$ cat src/rtl/atp_pkg.sv
// Shared definitions for the change dispenser: FSM states, denomination codes
// and the code-to-value table used by both the selector and the datapath.
package atp_pkg;

    localparam int AMT_W   = 10;
    localparam int DEN_W   = 4;
    localparam int CNT_W   = 4;
    localparam int NUM_DEN = 9;

    localparam logic [CNT_W-1:0] CNT_MAX = 4'd15;

    typedef enum logic [1:0] {
        ST_IDLE   = 2'd0,
        ST_SELECT = 2'd1,
        ST_ISSUE  = 2'd2,
        ST_DONE   = 2'd3
    } state_t;

    localparam logic [DEN_W-1:0] DEN_500 = 4'd0;
    localparam logic [DEN_W-1:0] DEN_200 = 4'd1;
    localparam logic [DEN_W-1:0] DEN_100 = 4'd2;
    localparam logic [DEN_W-1:0] DEN_50  = 4'd3;
    localparam logic [DEN_W-1:0] DEN_20  = 4'd4;
    localparam logic [DEN_W-1:0] DEN_10  = 4'd5;
    localparam logic [DEN_W-1:0] DEN_5   = 4'd6;
    localparam logic [DEN_W-1:0] DEN_2   = 4'd7;
    localparam logic [DEN_W-1:0] DEN_1   = 4'd8;

    // Codes 9-15 are unused and map to zero so they can never be subtracted.
    function automatic logic [AMT_W-1:0] den_value(input logic [DEN_W-1:0] code);
        case (code)
            DEN_500: den_value = 10'd500;
            DEN_200: den_value = 10'd200;
            DEN_100: den_value = 10'd100;
            DEN_50:  den_value = 10'd50;
            DEN_20:  den_value = 10'd20;
            DEN_10:  den_value = 10'd10;
            DEN_5:   den_value = 10'd5;
            DEN_2:   den_value = 10'd2;
            DEN_1:   den_value = 10'd1;
            default: den_value = 10'd0;
        endcase
    endfunction

endpackage

$ cat src/rtl/den_select.sv
// Greedy denomination picker: largest note value that does not exceed the
// remaining amount. Outputs code 0 / value 0 when nothing fits (remaining 0).
module den_select
    import atp_pkg::*;
(
    input  logic [AMT_W-1:0] remaining,
    output logic [DEN_W-1:0] code,
    output logic [AMT_W-1:0] value
);

    logic [NUM_DEN-1:0] fits;

    generate
        for (genvar gi = 0; gi < NUM_DEN; gi++) begin : g_fit
            assign fits[gi] = (den_value(DEN_W'(gi)) <= remaining);
        end
    endgenerate

    // Scan from the smallest note upward so the lowest fitting code wins.
    always_comb begin
        code  = '0;
        value = '0;
        for (int i = NUM_DEN - 1; i >= 0; i--) begin
            if (fits[i]) begin
                code  = DEN_W'(i);
                value = den_value(DEN_W'(i));
            end
        end
    end

endmodule

$ cat src/rtl/change_dispenser.sv
// Dispenses a change amount as a sequence of greedy-chosen notes using a
// valid/ack handshake to the note mechanism, with registered outputs.
module change_dispenser
    import atp_pkg::*;
(
    input  logic             clk,
    input  logic             rst,
    input  logic             start,
    input  logic [AMT_W-1:0] EXCSO,
    input  logic             disp_ack,
    output logic             disp_vld,
    output logic [DEN_W-1:0] disp_den,
    output logic             busy,
    output logic             done,
    output logic [CNT_W-1:0] notes_cnt
);

    state_t             state_reg;
    logic [AMT_W-1:0]   remaining_reg;
    logic [AMT_W-1:0]   issue_value_reg;
    logic               disp_vld_reg;
    logic [DEN_W-1:0]   disp_den_reg;
    logic               busy_reg;
    logic               done_reg;
    logic [CNT_W-1:0]   notes_cnt_reg;

    logic [DEN_W-1:0]   sel_code;
    logic [AMT_W-1:0]   sel_value;

    den_select u_den_select (
        .remaining (remaining_reg),
        .code      (sel_code),
        .value     (sel_value)
    );

    always_ff @(posedge clk or negedge rst) begin
        if (!rst) begin
            state_reg       <= ST_IDLE;
            remaining_reg   <= '0;
            issue_value_reg <= '0;
            disp_vld_reg    <= 1'b0;
            disp_den_reg    <= '0;
            busy_reg        <= 1'b0;
            done_reg        <= 1'b0;
            notes_cnt_reg   <= '0;
        end else begin
            case (state_reg)
                ST_IDLE: begin
                    if (start) begin
                        remaining_reg <= EXCSO;
                        notes_cnt_reg <= '0;
                        busy_reg      <= 1'b1;
                        state_reg     <= ST_SELECT;
                    end
                end
                ST_SELECT: begin
                    if (remaining_reg == '0) begin
                        done_reg  <= 1'b1;
                        state_reg <= ST_DONE;
                    end else begin
                        disp_den_reg    <= sel_code;
                        issue_value_reg <= sel_value;
                        disp_vld_reg    <= 1'b1;
                        state_reg       <= ST_ISSUE;
                    end
                end
                ST_ISSUE: begin
                    // issue_value_reg never exceeds remaining_reg, so no underflow.
                    if (disp_ack) begin
                        remaining_reg <= remaining_reg - issue_value_reg;
                        notes_cnt_reg <= (notes_cnt_reg == CNT_MAX) ? CNT_MAX
                                                                    : notes_cnt_reg + 1'b1;
                        disp_vld_reg  <= 1'b0;
                        state_reg     <= ST_SELECT;
                    end
                end
                ST_DONE: begin
                    done_reg  <= 1'b0;
                    busy_reg  <= 1'b0;
                    state_reg <= ST_IDLE;
                end
                default: state_reg <= ST_IDLE;
            endcase
        end
    end

    assign disp_vld  = disp_vld_reg;
    assign disp_den  = disp_den_reg;
    assign busy      = busy_reg;
    assign done      = done_reg;
    assign notes_cnt = notes_cnt_reg;

endmodule

$ cat config.mk
export PLATFORM = sky130hd
export DESIGN_NAME = change_dispenser
export DESIGN_NICKNAME = d
export VERILOG_FILES = /design/src/rtl/atp_pkg.sv /design/src/rtl/den_select.sv /design/src/rtl/change_dispenser.sv
export SDC_FILE = /design/constraint.sdc
export NUM_CORES = 1
export LEC_CHECK = 0
export CORE_MARGIN = 8
export CORE_UTILIZATION = 34
export DETAILED_ROUTE_END_ITERATION = 16
export SYNTH_ARGS = -nofsm -noshare
export SYNTH_HDL_FRONTEND = slang
export SYNTH_SLANG_ARGS = --single-unit
$ cat constraint.sdc
create_clock -name clk -period 4.2 [get_ports clk]
set_input_delay 0.63 -clock clk [delete_from_list [all_inputs] [get_ports clk]]
set_output_delay 0.63 -clock clk [all_outputs]
set_load 0.005 [all_outputs]
==> impl_metrics.py <==
metrics = {
    "placed_design": {
        "io_buffers": 24,
        "gp_congestion": 0.810,
        "dp_hpwl_um": 3660,
    },
    "route": {
        "wl_um": 5090,
        "vias": 1818,
        "routed_via_density": 5.43,
        "drt_iter0_drc": 126,
        "wl_per_cell_um": 15.2,
        "drc": 0,
        "drtAntennaViolNets": 0,
        "dr.pass1.iters": 4,
    },
    "logic_synthesis": {
        "yosysWarnings": 0,
        "syn-num-nets": 262,
        "synth_ff_type": "dfrtp_1",
        "seq_area_frac_synth_pct": 37.2,
        "synth_edf_count": 0,
        "ys_types": 57,
        "synth_top_area_share_pct": 37.2,
        "syn_area_per_cell_sq_um": 9.09,
        "synth_area_leaders": "dfrtp_1 37%, ha_1 5.8%, o21ai_0 4.2%",
        "ys_seq_elements": 32,
        "synthesis.area_sq_um": 2150,
        "yosys.area.top_type": "dfrtp_1",
        "ys_async_sr_fraction_pct": 100,
        "syn_inst": 237,
    },
    "hold_path": {
        "hp-class": "reg -> reg",
    },
    "timing": {
        "min_period_ps": 2230,
        "slew-limit-headroom_pct": 43.5,
        "setup_viol": 0,
        "rsz0062_at_grt": "no",
        "period_share_pct": 53.0,
        "finalHoldViolCount": 0,
        "fin_worst_skew_ps": 3.55,
        "drv_slew": 0,
        "worst_pin_slew_ps": 848,
        "timing.fmax_mhz": 449,
        "tns_ps": 0,
    },
    "power": {
        "clkPwrFrac_pct": 16.0,
        "power.switching_mw": 0.925,
        "comb_power_share_pct": 54.5,
        "power_switching_share_pct": 44.5,
        "power.internal_mw": 1.15,
        "power.density_nw_per_um2": 818,
        "seqPwrFrac_pct": 29.6,
        "vdd_ir_drop_max_mv": 0.405,
        "power.leakage_nw": 1.08,
    },
    "clocking": {
        "postCtsResizedCells": 0,
        "cts_made_buffers": 5,
        "insertion_delay_ps": 290,
        "numClockSinks": 32,
        "cts_hold_buf": 0,
        "clk_pin_slew_ps": 70,
        "cts_root_buf": "clkbuf_8",
        "cts_setup_buffers": 0,
        "cts_tree": "built",
        "cts_max_path_buffers": 2,
        "h-tree-depth": 2,
    },
    "layout": {
        "finish.utilization_pct": 40.7,
        "fillers": 639,
        "regArea_sq_um": 801,
        "layout_commonest_cell": "dfrtp_1",
        "largest_reg_flops": 10,
        "antennaDiodeCount": 0,
        "drive_gt1_share_pct": 10.1,
        "final_cell_mix": "32 x dfrtp_1, 24 x clkdlybuf4s50_1, 21 x nand2_1, 18 x nor2_1, 18 x o21ai_0",
        "fin_nets": 282,
        "area_delta_synth_final_pct": 18.0,
        "multiInputGateArea_sq_um": 1220,
    },
    "critical_path": {
        "worstSetupStartpointType": "register",
        "worstPathCellList": "inv_1, ha_1, fa_1, nor2b_1, o31a_1, o21bai_1, nor3b_1, o31ai_1",
        "arrival_ps": 2430,
        "cp_num_buf_inv": 1,
        "crit_fanout": 5,
        "cpPeakStageDelay_ps": 490,
        "cp.required_ps": 4400,
        "end_kind": "register",
        "path_class": "reg -> reg",
        "slowest_stage": "dfrtp_1",
        "cpLargestDelayFamily": "adder cells",
    },
    "global_route": {
        "gr-total-overflow": 0,
        "grt_pass1_wl_um": 8740,
        "grt_max_degree": 33,
        "grtUsageTotal_pct": 12.1,
        "grt_pass1_vias": 1821,
        "antenna_found_initial": 0,
    },
    "floorplan": {
        "io_pins": 25,
        "dieHeight_um": 95.6,
        "die_area_sq_um": 9140,
        "die_w_um": 95.6,
        "num_rows": 29,
        "start_util_pct": 34.5,
        "core-area_sq_um": 6240,
    },
    "run_status": {
        "status": "complete, no violations",
    },
    "job": {
        "drv_cap": 0,
    },
}
[power by group through the flow]
stage          clock [mW]  sequential [mW]  combinational, mW
3_5_place_dp            0            0.623               1.13
3_3_place_gp            0            0.618               1.11
6_report            0.332            0.615               1.13
2_1_floorplan           0            0.534              0.966
5_1_grt             0.351            0.642               1.28
4_1_cts             0.339            0.617               1.14
[worst register-to-register path: stages (launching register included)]
cell and delay (ps):
dfrtp_1 490, inv_1 100, ha_1 240, fa_1 380
nor2b_1 230, o31a_1 210, o21bai_1 110, nor3b_1 150
o31ai_1 230
[synthesized netlist by cell type (3+ instances only)]
cell type	instances
nand2_1	21
buf_6	3
inv_1	14
buf_4	3
mux2i_1	5
nor2_1	18
clkbuf_1	3
and3_1	3
nor3_1	6
a211oi_1	5
dfrtp_1	32
nand3_1	4
nor2b_1	5
o21a_1	4
ha_1	10
buf_2	3
a21oi_1	17
o22ai_1	4
o31ai_1	5
o21ai_1	3
or3_1	3
a22o_1	3
o21ai_0	18
nand2b_1	3
[cell families (layout without fill, tap and decap cells)]
| family | after synthesis | after routing | share of synthesized area (%) |
|---|---|---|---|
| compound gates | 85 | 85 | 27.9 |
| simple gates | 76 | 76 | 18.6 |
| flops | 32 | 32 | 37.2 |
| buf+inv | 26 | 47 | 6.27 |
| fa+ha+maj | 11 | 11 | 6.74 |
| mux | 6 | 6 | 2.85 |
| xor+xnor | 1 | 1 | 0.407 |
[layer usage]
layer | track usage, % | up-vias | wire [um]
met5 | 0 | - | 0
met4 | 4.87 | 0 | 91
met3 | 3.39 | 8 | 233
met2 | 18.5 | 40 | 2300
met1 | 15.7 | 862 | 2460
li1 | - | 908 | -
[final cells by class]
type | count | area share (%)
clock buffer | 7 | 3.79
clock inverter | 1 | 1.18
inverter | 14 | 2.07
multi-input combinational | 179 | 47.9
sequential | 32 | 31.5
tap | 77 | 3.79
timing repair buffer | 25 | 9.74
[final timing paths]
kind | depth (start not counted) | from | slack, ps | end
setup reg to reg | 8 | remaining_reg[0] | 1970 | remaining_reg[8]
setup / recovery | 8 | remaining_reg[0] | 1970 | remaining_reg[8]
min in group asynchronous | 2 | rst | 740 | done
hold / removal | 2 | disp_den[2] | 480 | disp_den[2]
max in group asynchronous | 2 | rst | 3160 | remaining_reg[4]
hold reg to reg | 2 | disp_den[2] | 480 | disp_den[2]
[per-stage QoR]
| stage | cell area [sq um] | instances | hold WS (ps) | power [mW] | setup WS (ps) |
|---|---|---|---|---|---|
| after global routing | 2540 | 335 | 510 | 2.28 | 1790 |
| after global placement | 2420 | 327 | 470 | 1.73 | 1850 |
| after CTS | 2540 | 335 | 492 | 2.09 | 1970 |
| after floorplan | 2150 | 237 | 334 | 1.50 | 2310 |
| final | 2540 | 335 | 481 | 2.08 | 1970 |
| after detailed placement | 2420 | 327 | 476 | 1.75 | 1800 |
Note: power is estimated with default switching activity, not from simulation.
